`src/rtl/fetch_queue.sv`:
```
// Fetch stage with an instruction queue: issues sequential reads to a 1-cycle
// program memory, buffers {instr, pc} entries, and hands them to decode via valid/ready.
module fetch_queue #(
    parameter int              PC_W     = 5,
    parameter int              INSTR_W  = 32,
    parameter int              QDEPTH   = 4,
    parameter logic [PC_W-1:0] RESET_PC = {PC_W{1'b0}}
) (
    input  logic                         clk,
    input  logic                         rst,
    input  logic                         jump_valid,
    input  logic [PC_W-1:0]              jump_dest,
    input  logic                         branch_taken,
    input  logic [PC_W-1:0]              branch_dest,
    output logic                         mem_req,
    output logic [PC_W-1:0]              mem_addr,
    input  logic [INSTR_W-1:0]           mem_rdata,
    output logic                         out_valid,
    input  logic                         out_ready,
    output logic [INSTR_W-1:0]           out_instr,
    output logic [PC_W-1:0]              out_pc,
    output logic [$clog2(QDEPTH+1)-1:0]  q_count
);

    localparam int CNT_W  = $clog2(QDEPTH + 1);
    localparam int PTR_W  = $clog2(QDEPTH);
    localparam int ROOM_W = CNT_W + 1;

    logic [PC_W-1:0]    fpc_q, fpc_d;
    logic               inflight_q, inflight_d;
    logic [PC_W-1:0]    inflight_pc_q, inflight_pc_d;
    logic [PTR_W-1:0]   rd_ptr_q, rd_ptr_d;
    logic [PTR_W-1:0]   wr_ptr_q, wr_ptr_d;
    logic [CNT_W-1:0]   count_q, count_d;

    logic [INSTR_W-1:0] instr_mem_q [QDEPTH];
    logic [PC_W-1:0]    pc_mem_q    [QDEPTH];

    logic               redirect_s;
    logic [PC_W-1:0]    target_s;
    logic               pop_s;
    logic               push_s;
    logic [ROOM_W-1:0]  occ_s;

    function automatic logic [PTR_W-1:0] ptr_inc(input logic [PTR_W-1:0] p);
        if (p == PTR_W'(QDEPTH - 1)) begin
            return {PTR_W{1'b0}};
        end else begin
            return p + PTR_W'(1);
        end
    endfunction

    // Redirect decode, handshake, issue decision and head presentation.
    always_comb begin
        redirect_s = jump_valid | branch_taken;
        target_s   = jump_valid ? jump_dest : branch_dest;
        out_valid  = (count_q != {CNT_W{1'b0}}) & ~redirect_s;
        pop_s      = out_valid & out_ready;
        push_s     = inflight_q & ~redirect_s;
        // Occupancy after this cycle's pop, counting the read already in flight.
        occ_s      = ROOM_W'(count_q) + ROOM_W'(inflight_q) - ROOM_W'(pop_s);
        mem_req    = ~rst & ~redirect_s & (occ_s < ROOM_W'(QDEPTH));
        mem_addr   = fpc_q;
        q_count    = count_q;
        if (count_q != {CNT_W{1'b0}}) begin
            out_instr = instr_mem_q[rd_ptr_q];
            out_pc    = pc_mem_q[rd_ptr_q];
        end else begin
            out_instr = {INSTR_W{1'b0}};
            out_pc    = {PC_W{1'b0}};
        end
    end

    // Next-state for fetch PC, in-flight tracking and queue pointers.
    always_comb begin
        fpc_d         = fpc_q;
        inflight_d    = 1'b0;
        inflight_pc_d = inflight_pc_q;
        rd_ptr_d      = rd_ptr_q;
        wr_ptr_d      = wr_ptr_q;
        count_d       = count_q;
        if (redirect_s) begin
            // Flush; clearing inflight drops the read that returns next cycle.
            fpc_d    = target_s;
            rd_ptr_d = {PTR_W{1'b0}};
            wr_ptr_d = {PTR_W{1'b0}};
            count_d  = {CNT_W{1'b0}};
        end else begin
            if (mem_req) begin
                fpc_d         = fpc_q + PC_W'(1);
                inflight_d    = 1'b1;
                inflight_pc_d = fpc_q;
            end else begin
                inflight_d    = 1'b0;
            end
            if (push_s) begin
                wr_ptr_d = ptr_inc(wr_ptr_q);
            end else begin
                wr_ptr_d = wr_ptr_q;
            end
            if (pop_s) begin
                rd_ptr_d = ptr_inc(rd_ptr_q);
            end else begin
                rd_ptr_d = rd_ptr_q;
            end
            case ({push_s, pop_s})
                2'b10:   count_d = count_q + CNT_W'(1);
                2'b01:   count_d = count_q - CNT_W'(1);
                default: count_d = count_q;
            endcase
        end
    end

    // Control state registers with synchronous reset.
    always_ff @(posedge clk) begin
        if (rst) begin
            fpc_q         <= RESET_PC;
            inflight_q    <= 1'b0;
            inflight_pc_q <= {PC_W{1'b0}};
            rd_ptr_q      <= {PTR_W{1'b0}};
            wr_ptr_q      <= {PTR_W{1'b0}};
            count_q       <= {CNT_W{1'b0}};
        end else begin
            fpc_q         <= fpc_d;
            inflight_q    <= inflight_d;
            inflight_pc_q <= inflight_pc_d;
            rd_ptr_q      <= rd_ptr_d;
            wr_ptr_q      <= wr_ptr_d;
            count_q       <= count_d;
        end
    end

    // Queue storage; contents are only visible through count, so no reset needed.
    always_ff @(posedge clk) begin
        if (push_s && !rst) begin
            instr_mem_q[wr_ptr_q] <= mem_rdata;
            pc_mem_q[wr_ptr_q]    <= inflight_pc_q;
        end
    end

endmodule

```
`config.mk`:
```
export PLATFORM = sky130hd
export DESIGN_NAME = fetch_queue
export DESIGN_NICKNAME = d
export VERILOG_FILES = /design/src/rtl/fetch_queue.sv
export SDC_FILE = /design/constraint.sdc
export NUM_CORES = 1
export LEC_CHECK = 0
export BUFFER_PORTS_ARGS = -buffer_cell sky130_fd_sc_hd__buf_4
export CAP_MARGIN = 0
export CORE_MARGIN = 4
export CORE_UTILIZATION = 35
export DETAILED_ROUTE_END_ITERATION = 12
export GPL_ROUTABILITY_DRIVEN = 0
export SLEW_MARGIN = 15
export SYNTH_ARGS = -nofsm -noshare
export SYNTH_HDL_FRONTEND = slang
export SYNTH_SLANG_ARGS = --single-unit
```
`constraint.sdc`:
```
create_clock -name clk -period 4.54 [get_ports clk]
set_clock_uncertainty 0.2 [all_clocks]
set_input_delay 0 -clock clk [delete_from_list [all_inputs] [get_ports clk]]
set_output_delay 0 -clock clk [all_outputs]
set_load 0.05 [all_outputs]
```
==> reports/results.env, run 1 <==
DIEWIDTH_UM=147
CRIT_START='jump_valid'
HPWLAFTERDP_UM=8010
CLK-INSERTION-DELAY-LATE_NS=0.42
FILLER_CELL_COUNT=1638
FINAL-SETUP-VIOL-COUNT=0
CTS.CLK_SLEW.WORST_PATHS_NS=0.06
YOSYSTOPAREACELLSHARE=0.662
GRT_ANTENNA_BEFORE_REPAIR=0
WORST_CASE_VDD_IR_DROP_uV=248
CTS.PATH.MAX_BUFFERS=2
GRT_START_MAX_NET_PINS=41
CORE_ROWS=50
GRT_FIRST_PASS_WIRELENGTH_UM=21600
SYN-CELL-AREA_MM2=0.00672
SYNTH.AREA.TOP_CELLS='sky130_fd_sc_hd__edfxtp_1, sky130_fd_sc_hd__mux4_2, sky130_fd_sc_hd__dfxtp_1'
MAX_SLEW.WORST_PIN.SLEW_NS=1.06
FINALCOREUTILIZATION=0.464
POST_ROUTE_CELLS_DRIVE_ABOVE_1_SHARE=0.339
FINALHOLDVIOLATIONS=0
CLOCK_POWER_SHARE=0.432
MAXCLOCKFREQUENCY_MHz=244
VIAS_IN_THE_FIRST_GLOBAL_ROUTE=4024
FINISH.NET_COUNT=566
HOLDBUFCOUNTCTS=47
TIMING.CRITICAL_PATH.ARRIVAL_NS=4.19
POST-SYNTH-TOP-AREA-CELL='sky130_fd_sc_hd__edfxtp_1'
CRITICAL_PATH_CLASS='in2reg'
ROUTE.FINAL.WIRE_LENGTH_UM=13500
ASYNCSETRESETFLOPFRACSYNTH=0
SLOWEST_STAGE='sky130_fd_sc_hd__o21ai_0'
FINAL-MAX-SLEW-VIOLATION-COUNT=0
P_PER_AREA_mW_PER_MM2=370
POSTCTSSETUPBUFFERS=0
IO-PIN-COUNT=94
CELLINTERNALPOWER_uW=2570
SYNTH.NET_COUNT=420
R2R.WORST_PATH.CELLS=10
MAX_SLEW_MARGIN=0.295
GLOBALROUTE.TOTALOVERFLOW=0
SETUP_TOTAL_NEGATIVE_SLACK_NS=0
AVGROUTEDWIREPERCELL_UM=17.8
SYN_AVG_CELL_AREA_UM2=18.5
TYPE_OF_ELEMENT_CAPTURING_THE_CRITICAL_PATH='register'
SETUP_REPAIR_AFTER_GLOBAL_ROUTING_MISSED_ITS_MARGIN='false'
WORSTSETUPSTARTPOINTTYPE='input port'
SYNTH-SEQ-CELLS=168
DESIGN.CORE.AREA_MM2=0.0188
POWER.SHARE.COMBINATIONAL=0.042
OUTCOME='finished, final reports clean'
SYNTH_FLOP_CELL='sky130_fd_sc_hd__edfxtp_1'
DRT_ITER0_DRC=135
TIMING.CRITICAL_PATH.FANOUT_MAX=12
DIE_H_UM=147
RR_ENDPOINT='mem_addr[2]'
CAP_VIOL_MAX_COUNT=0
ROUTE.VIAS.TOTAL=3709
FF2FF_SETUP_SLACK_NS=0.59
YOSYS.CELL_COUNT.TOP_TYPE='sky130_fd_sc_hd__edfxtp_1'
POWER.SWITCHING_FRACTION=0.203
CTS.REPAIR.RESIZED=0
NUMCTSBUFFERS=17
POST_SYNTH_INST_COUNT=363
NUMCLOCKSINKS=168
LEAKAGE_uW=0.00304
NUM_ANTENNA_CELLS=0
WHS_PATH_DEPTH=2
DRT.ANTENNA.VIOLATING_NETS=0
INITIAL_UTILIZATION=0.358
TIMING.CRITICAL_PATH.CELLS='dlygate4sd3_1, buf_4, nor2_1, dlygate4sd3_1, buf_4, nand4_1, ha_1, a211oi_1, a22oi_1, o21ai_0, nor3_4, a221oi_1, dlygate4sd3_1, a311oi_1'
ENDPOINT='mem_addr[2]'
SEQUENTIALPOWERSHARE=0.526
CRITPATHMAXSTAGEDELAY_NS=0.61
DRC_ERRORS=0
CRIT_REQUIRED_NS=4.63
NETLIST-CELL-TYPE-COUNT=41
AREA.GROWTH.SYNTH_TO_FINAL_PCT=29.5
FIN_CRIT_SH=0.902
SYNTH_SEQUENTIAL_AREA_RATIO=0.721
PERIOD_NEEDED_NS=4.10
DIE_AREA_MM2=0.0215
CTSROOTBUFFERMASTER='sky130_fd_sc_hd__clkbuf_16'
GRT_USAGE=0.131
SYNTHTOPCELLSBYCOUNT='sky130_fd_sc_hd__edfxtp_1, sky130_fd_sc_hd__and2_1, sky130_fd_sc_hd__mux4_2, sky130_fd_sc_hd__dfxtp_1, sky130_fd_sc_hd__nor2_1'
DRT-VIAS-PER-INSTANCE=4.91
CLOCK_TREE.HTREE_LEVEL_COUNT=4
FIRSTDRTPASSITERS=4
PORT-BUFFER-COUNT=93
TRITONCTS='done'
TOTAL_SWITCHING_POWER_uW=653
REGTOREGSTARTPOINT='q_count[2]'
MIN-DELAY-PATH-CLASS='in2reg'
CRITICAL-PATH-TOP-CELL-BY-COUNT='sky130_fd_sc_hd__dlygate4sd3_1'
YOSYSWARNINGCOUNT=0
SYNTH_EDF_COUNT=148
## power by group through the flow
stage	Sequential, uW	Combinational (uW)	Clock (uW)
after floorplan	1740	31.0	0
after global placement	1730	94.6	0
after detailed placement	1730	98.6	0
after CTS	1690	135	1420
after global routing	1690	146	1490
final	1690	134	1390
## critical path: cells and delay by family
family | cells | cell delay [ns]
buffers and inverters | 5 | 2.03
AO/OA/AOI/OAI | 5 | 1.37
AND/OR/NAND/NOR | 3 | 0.43
adder cells (fa/ha/maj) | 1 | 0.34
## cell families (layout without fill, tap and decap cells)
logic type,after synthesis,in the layout,share of synthesized area
AOI/OAI and AO/OA,24,24,0.0276
and+or+nand+nor,85,85,0.0715
xor gates and xnor gates,5,5,0.00652
DFF,168,168,0.721
muxes,45,45,0.136
adders and majority gates,10,10,0.0197
buffers and inverters,26,185,0.0173
## state kept, by name, indices dropped and copies added (netlist names), named ones only
register       flops
q_count            3
instr_mem_q      128
wr_ptr_q           2
inflight_pc_q      5
rd_ptr_q           2
pc_mem_q          20
inflight_q         1
mem_addr           5
## through the flow
step	setup slack, ns	cells	hold WS [ns]	instance area, um^2	total power [uW]
after floorplan	1.22	363	-0.101	6720	1770
after global routing	0.0332	756	0.104	8700	3330
final	0.444	756	0.124	8700	3220
after CTS	0.518	756	0.107	8700	3250
after global placement	1.19	677	-0.000620	7650	1820
after detailed placement	1.09	677	0.00232	7650	1830
## how the worst min path moves through the flow
| stage | from | end | slack [ns] |
|---|---|---|---|
| final | mem_rdata[12] | instr_mem_q[0][12] | 0.12 |
| after CTS | mem_rdata[14] | instr_mem_q[3][14] | 0.11 |
| after floorplan | mem_rdata[0] | instr_mem_q[0][0] | -0.10 |
| after global placement | mem_rdata[1] | instr_mem_q[0][1] | -0.0006 |
| after detailed placement | mem_rdata[6] | instr_mem_q[3][6] | 0.002 |
| after global routing | mem_rdata[21] | instr_mem_q[0][21] | 0.10 |
## layout make-up
type	count	area, um^2	area share
Sequential cell	168	4850	0.557
Multi-Input combinational cell	169	1760	0.202
Timing Repair Buffer	142	1180	0.136
Clock buffer	17	425	0.0489
Tap cell	234	293	0.0337
Clock inverter	15	149	0.0171
Inverter	11	41.3	0.00475
## layout by cell type (no fill, tap or decap), types with 9 or more instances in the layout
master	instances
sky130_fd_sc_hd__mux4_2	37
sky130_fd_sc_hd__and2_1	37
sky130_fd_sc_hd__clkbuf_16	17
sky130_fd_sc_hd__edfxtp_1	148
sky130_fd_sc_hd__dlygate4sd3_1	47
sky130_fd_sc_hd__nor2_1	20
sky130_fd_sc_hd__buf_4	95
sky130_fd_sc_hd__inv_1	11
sky130_fd_sc_hd__ha_1	9
sky130_fd_sc_hd__dfxtp_1	18
## metal layers
layer / GRT usage / vias to the layer above / part of all wire
met5: 0 / - / 0
met4: 0.0353 / 0 / 0.0082
met3: 0.0490 / 12 / 0.058
met2: 0.223 / 90 / 0.51
met1: 0.158 / 1885 / 0.43
li1: - / 1722 / -
No activity file was read; power rests on OpenSTA's default activity.
==> run 2, diff against run 1 <==
Settings changed: CORE_MARGIN 4 to 2.
==> reports/results.env, run 2 (same netlist as run 1, synthesis figures left out) <==
OUTCOME='finished, final reports clean'
FIRSTDRTPASSITERS=4
TOP_REGISTER='instr_mem_q'
ROUTE.FINAL.WIRE_LENGTH_UM=13200
PLACEMENT.SETUP.WORST_SLACK_NS=1.06
FINALCOREUTILIZATION=0.465
FINAL-SETUP-VIOL-COUNT=0
MOST-COMMON-LAYOUT-CELLS='sky130_fd_sc_hd__edfxtp_1, sky130_fd_sc_hd__buf_4, sky130_fd_sc_hd__dlygate4sd3_1'
LAYOUT.CELLS.MOST_COMMON='sky130_fd_sc_hd__edfxtp_1'
CLK-INSERTION-DELAY-LATE_NS=0.42
NUM_ANTENNA_CELLS=0
END_POINT_OF_THE_WORST_HOLD_PATH='instr_mem_q[2][15]'
SETUP_WS_NS=0.477
INITIAL_UTILIZATION=0.358
CTS.REPAIR.RESIZED=0
DIE_H_UM=143
HOLD_PATH_STARTPOINT='mem_rdata[15]'
HPWLAFTERDP_UM=7550
FINAL-MAX-SLEW-VIOLATION-COUNT=0
MAX_SLEW.WORST_PIN.SLEW_NS=1.05
DRT-VIAS-PER-INSTANCE=4.92
GRT_START_MAX_NET_PINS=41
DRT_ITER0_DRC=126
CORE_ROWS=50
P_PER_AREA_mW_PER_MM2=377
PERIOD_NEEDED_NS=4.06
PORT-BUFFER-COUNT=93
POSTCTSSETUPBUFFERS=0
CAP_VIOL_MAX_COUNT=0
FILLER_CELL_COUNT=1640
FF2FF_SETUP_SLACK_NS=0.59
FIN_CRIT_SH=0.895
MAXCLOCKFREQUENCY_MHz=246
CELLINTERNALPOWER_uW=2630
MIN-DELAY-PATH-CLASS='in2reg'
SETUP_REPAIR_AFTER_GLOBAL_ROUTING_MISSED_ITS_MARGIN='false'
POWER.SHARE.COMBINATIONAL=0.041
TYPE_OF_ELEMENT_CAPTURING_THE_CRITICAL_PATH='register'
AVGROUTEDWIREPERCELL_UM=17.5
SEQUENTIALPOWERSHARE=0.515
CLOCK_POWER_SHARE=0.444
NUMCLOCKSINKS=168
CLOCK_TREE.HTREE_LEVEL_COUNT=4
POWER.SWITCHING_FRACTION=0.202
TOTAL_DESIGN_POWER_uW=3290
DIEWIDTH_UM=143
SETUP_TOTAL_NEGATIVE_SLACK_NS=0
ROUTE.VIAS.TOTAL=3716
TIMING.CRITICAL_PATH.ARRIVAL_NS=4.15
TOTAL_SWITCHING_POWER_uW=663
TIMING.CRITICAL_PATH.FANOUT_MAX=12
CRITICAL_PATH_CLASS='in2reg'
GRT_FIRST_PASS_WIRELENGTH_UM=20800
WHS_PATH_DEPTH=2
GLOBALROUTE.TOTALOVERFLOW=0
CRIT_REQUIRED_NS=4.62
IO-PIN-COUNT=94
VIAS_IN_THE_FIRST_GLOBAL_ROUTE=3918
TRITONCTS='done'
GRT_USAGE=0.137
GRT_ANTENNA_BEFORE_REPAIR=0
AREA.GROWTH.SYNTH_TO_FINAL_PCT=29.8
WORST_CASE_VDD_IR_DROP_uV=271
NUMCTSBUFFERS=17
MAX_SLEW_MARGIN=0.302
LEAKAGE_uW=0.00305
LEADING_REGISTERS_BY_FLOP_COUNT='instr_mem_q: 128 flops, pc_mem_q: 20 flops'
REGTOREGSTARTPOINT='q_count[2]'
FLIP_FLOP_COUNT_OF_THE_LARGEST_REGISTER_AFTER_LAYOUT=128
FINALHOLDVIOLATIONS=0
CTSROOTBUFFERMASTER='sky130_fd_sc_hd__clkbuf_16'
FINISH.NET_COUNT=565
POST_ROUTE_CELLS_DRIVE_ABOVE_1_SHARE=0.336
DESIGN.CORE.AREA_MM2=0.0188
CTS.CLK_SLEW.WORST_PATHS_NS=0.06
R2R.WORST_PATH.CELLS=10
DRT.ANTENNA.VIOLATING_NETS=0
CTS.PATH.MAX_BUFFERS=2
DRC_ERRORS=0
WORSTSETUPSTARTPOINTTYPE='input port'
CRIT_START='jump_valid'
DIE_AREA_MM2=0.0203
RR_ENDPOINT='mem_addr[2]'
run 2: timing repair:
item,4_1_cts,5_1_grt
hold buffers,47,0
endpoints found under the setup margin,0,0
hold endpoints to repair,142,0
run 2: cell type report:
class / instances / area, um^2 / share of cell area
Clock inverter: 15 / 175 / 0.0201
Timing Repair Buffer: 141 / 1180 / 0.135
Sequential cell: 168 / 4850 / 0.556
Multi-Input combinational cell: 169 / 1760 / 0.202
Inverter: 11 / 41.3 / 0.00473
Clock buffer: 17 / 425 / 0.0488
Tap cell: 234 / 293 / 0.0336
run 2: worst max path at each step:
stage	slack (ns)	to
2_1_floorplan	1.22	mem_req
3_3_place_gp	1.18	mem_addr[2]
3_5_place_dp	1.06	mem_addr[2]
4_1_cts	0.49	mem_addr[2]
5_1_grt	0.15	mem_addr[2]
6_report	0.48	mem_addr[2]
run 2: power groups by stage:
| stage | registers, uW | logic, uW | clock network [uW] |
|---|---|---|---|
| floorplan | 1740 | 31.0 | 0 |
| finish | 1690 | 133 | 1460 |
| global route | 1690 | 144 | 1560 |
| global placement | 1730 | 94.0 | 0 |
| CTS | 1690 | 134 | 1490 |
| detailed placement | 1730 | 98.0 | 0 |
run 2: critical path, stage by stage:
cell and delay [ns]:
sky130_fd_sc_hd__dlygate4sd3_1 0.53, sky130_fd_sc_hd__buf_4 0.16, sky130_fd_sc_hd__nor2_1 0.08, sky130_fd_sc_hd__dlygate4sd3_1 0.55, sky130_fd_sc_hd__buf_4 0.20, sky130_fd_sc_hd__nand4_1 0.19, sky130_fd_sc_hd__ha_1 0.35, sky130_fd_sc_hd__a211oi_1 0.31
sky130_fd_sc_hd__a22oi_1 0.10, sky130_fd_sc_hd__o21ai_0 0.62, sky130_fd_sc_hd__nor3_4 0.16, sky130_fd_sc_hd__a221oi_1 0.28, sky130_fd_sc_hd__dlygate4sd3_1 0.58, sky130_fd_sc_hd__a311oi_1 0.05
run 2: stage by stage:
| step | cells | area [um^2] | hold slack [ns] |
|---|---|---|---|
| after global routing | 755 | 8720 | 0.109 |
| final | 755 | 8720 | 0.128 |
| after floorplan | 363 | 6720 | -0.101 |
| after detailed placement | 676 | 7650 | 0.00357 |
| after global placement | 676 | 7650 | -0.0000553 |
| after CTS | 755 | 8720 | 0.102 |
run 2: metal layers:
layer / vias up / part of all wire / track usage
met4: 0 / 0.0051 / 0.0360
met3: 7 / 0.058 / 0.0501
met1: 1883 / 0.44 / 0.168
li1: 1721 / - / -
met2: 105 / 0.50 / 0.231
met5: - / 0 / 0
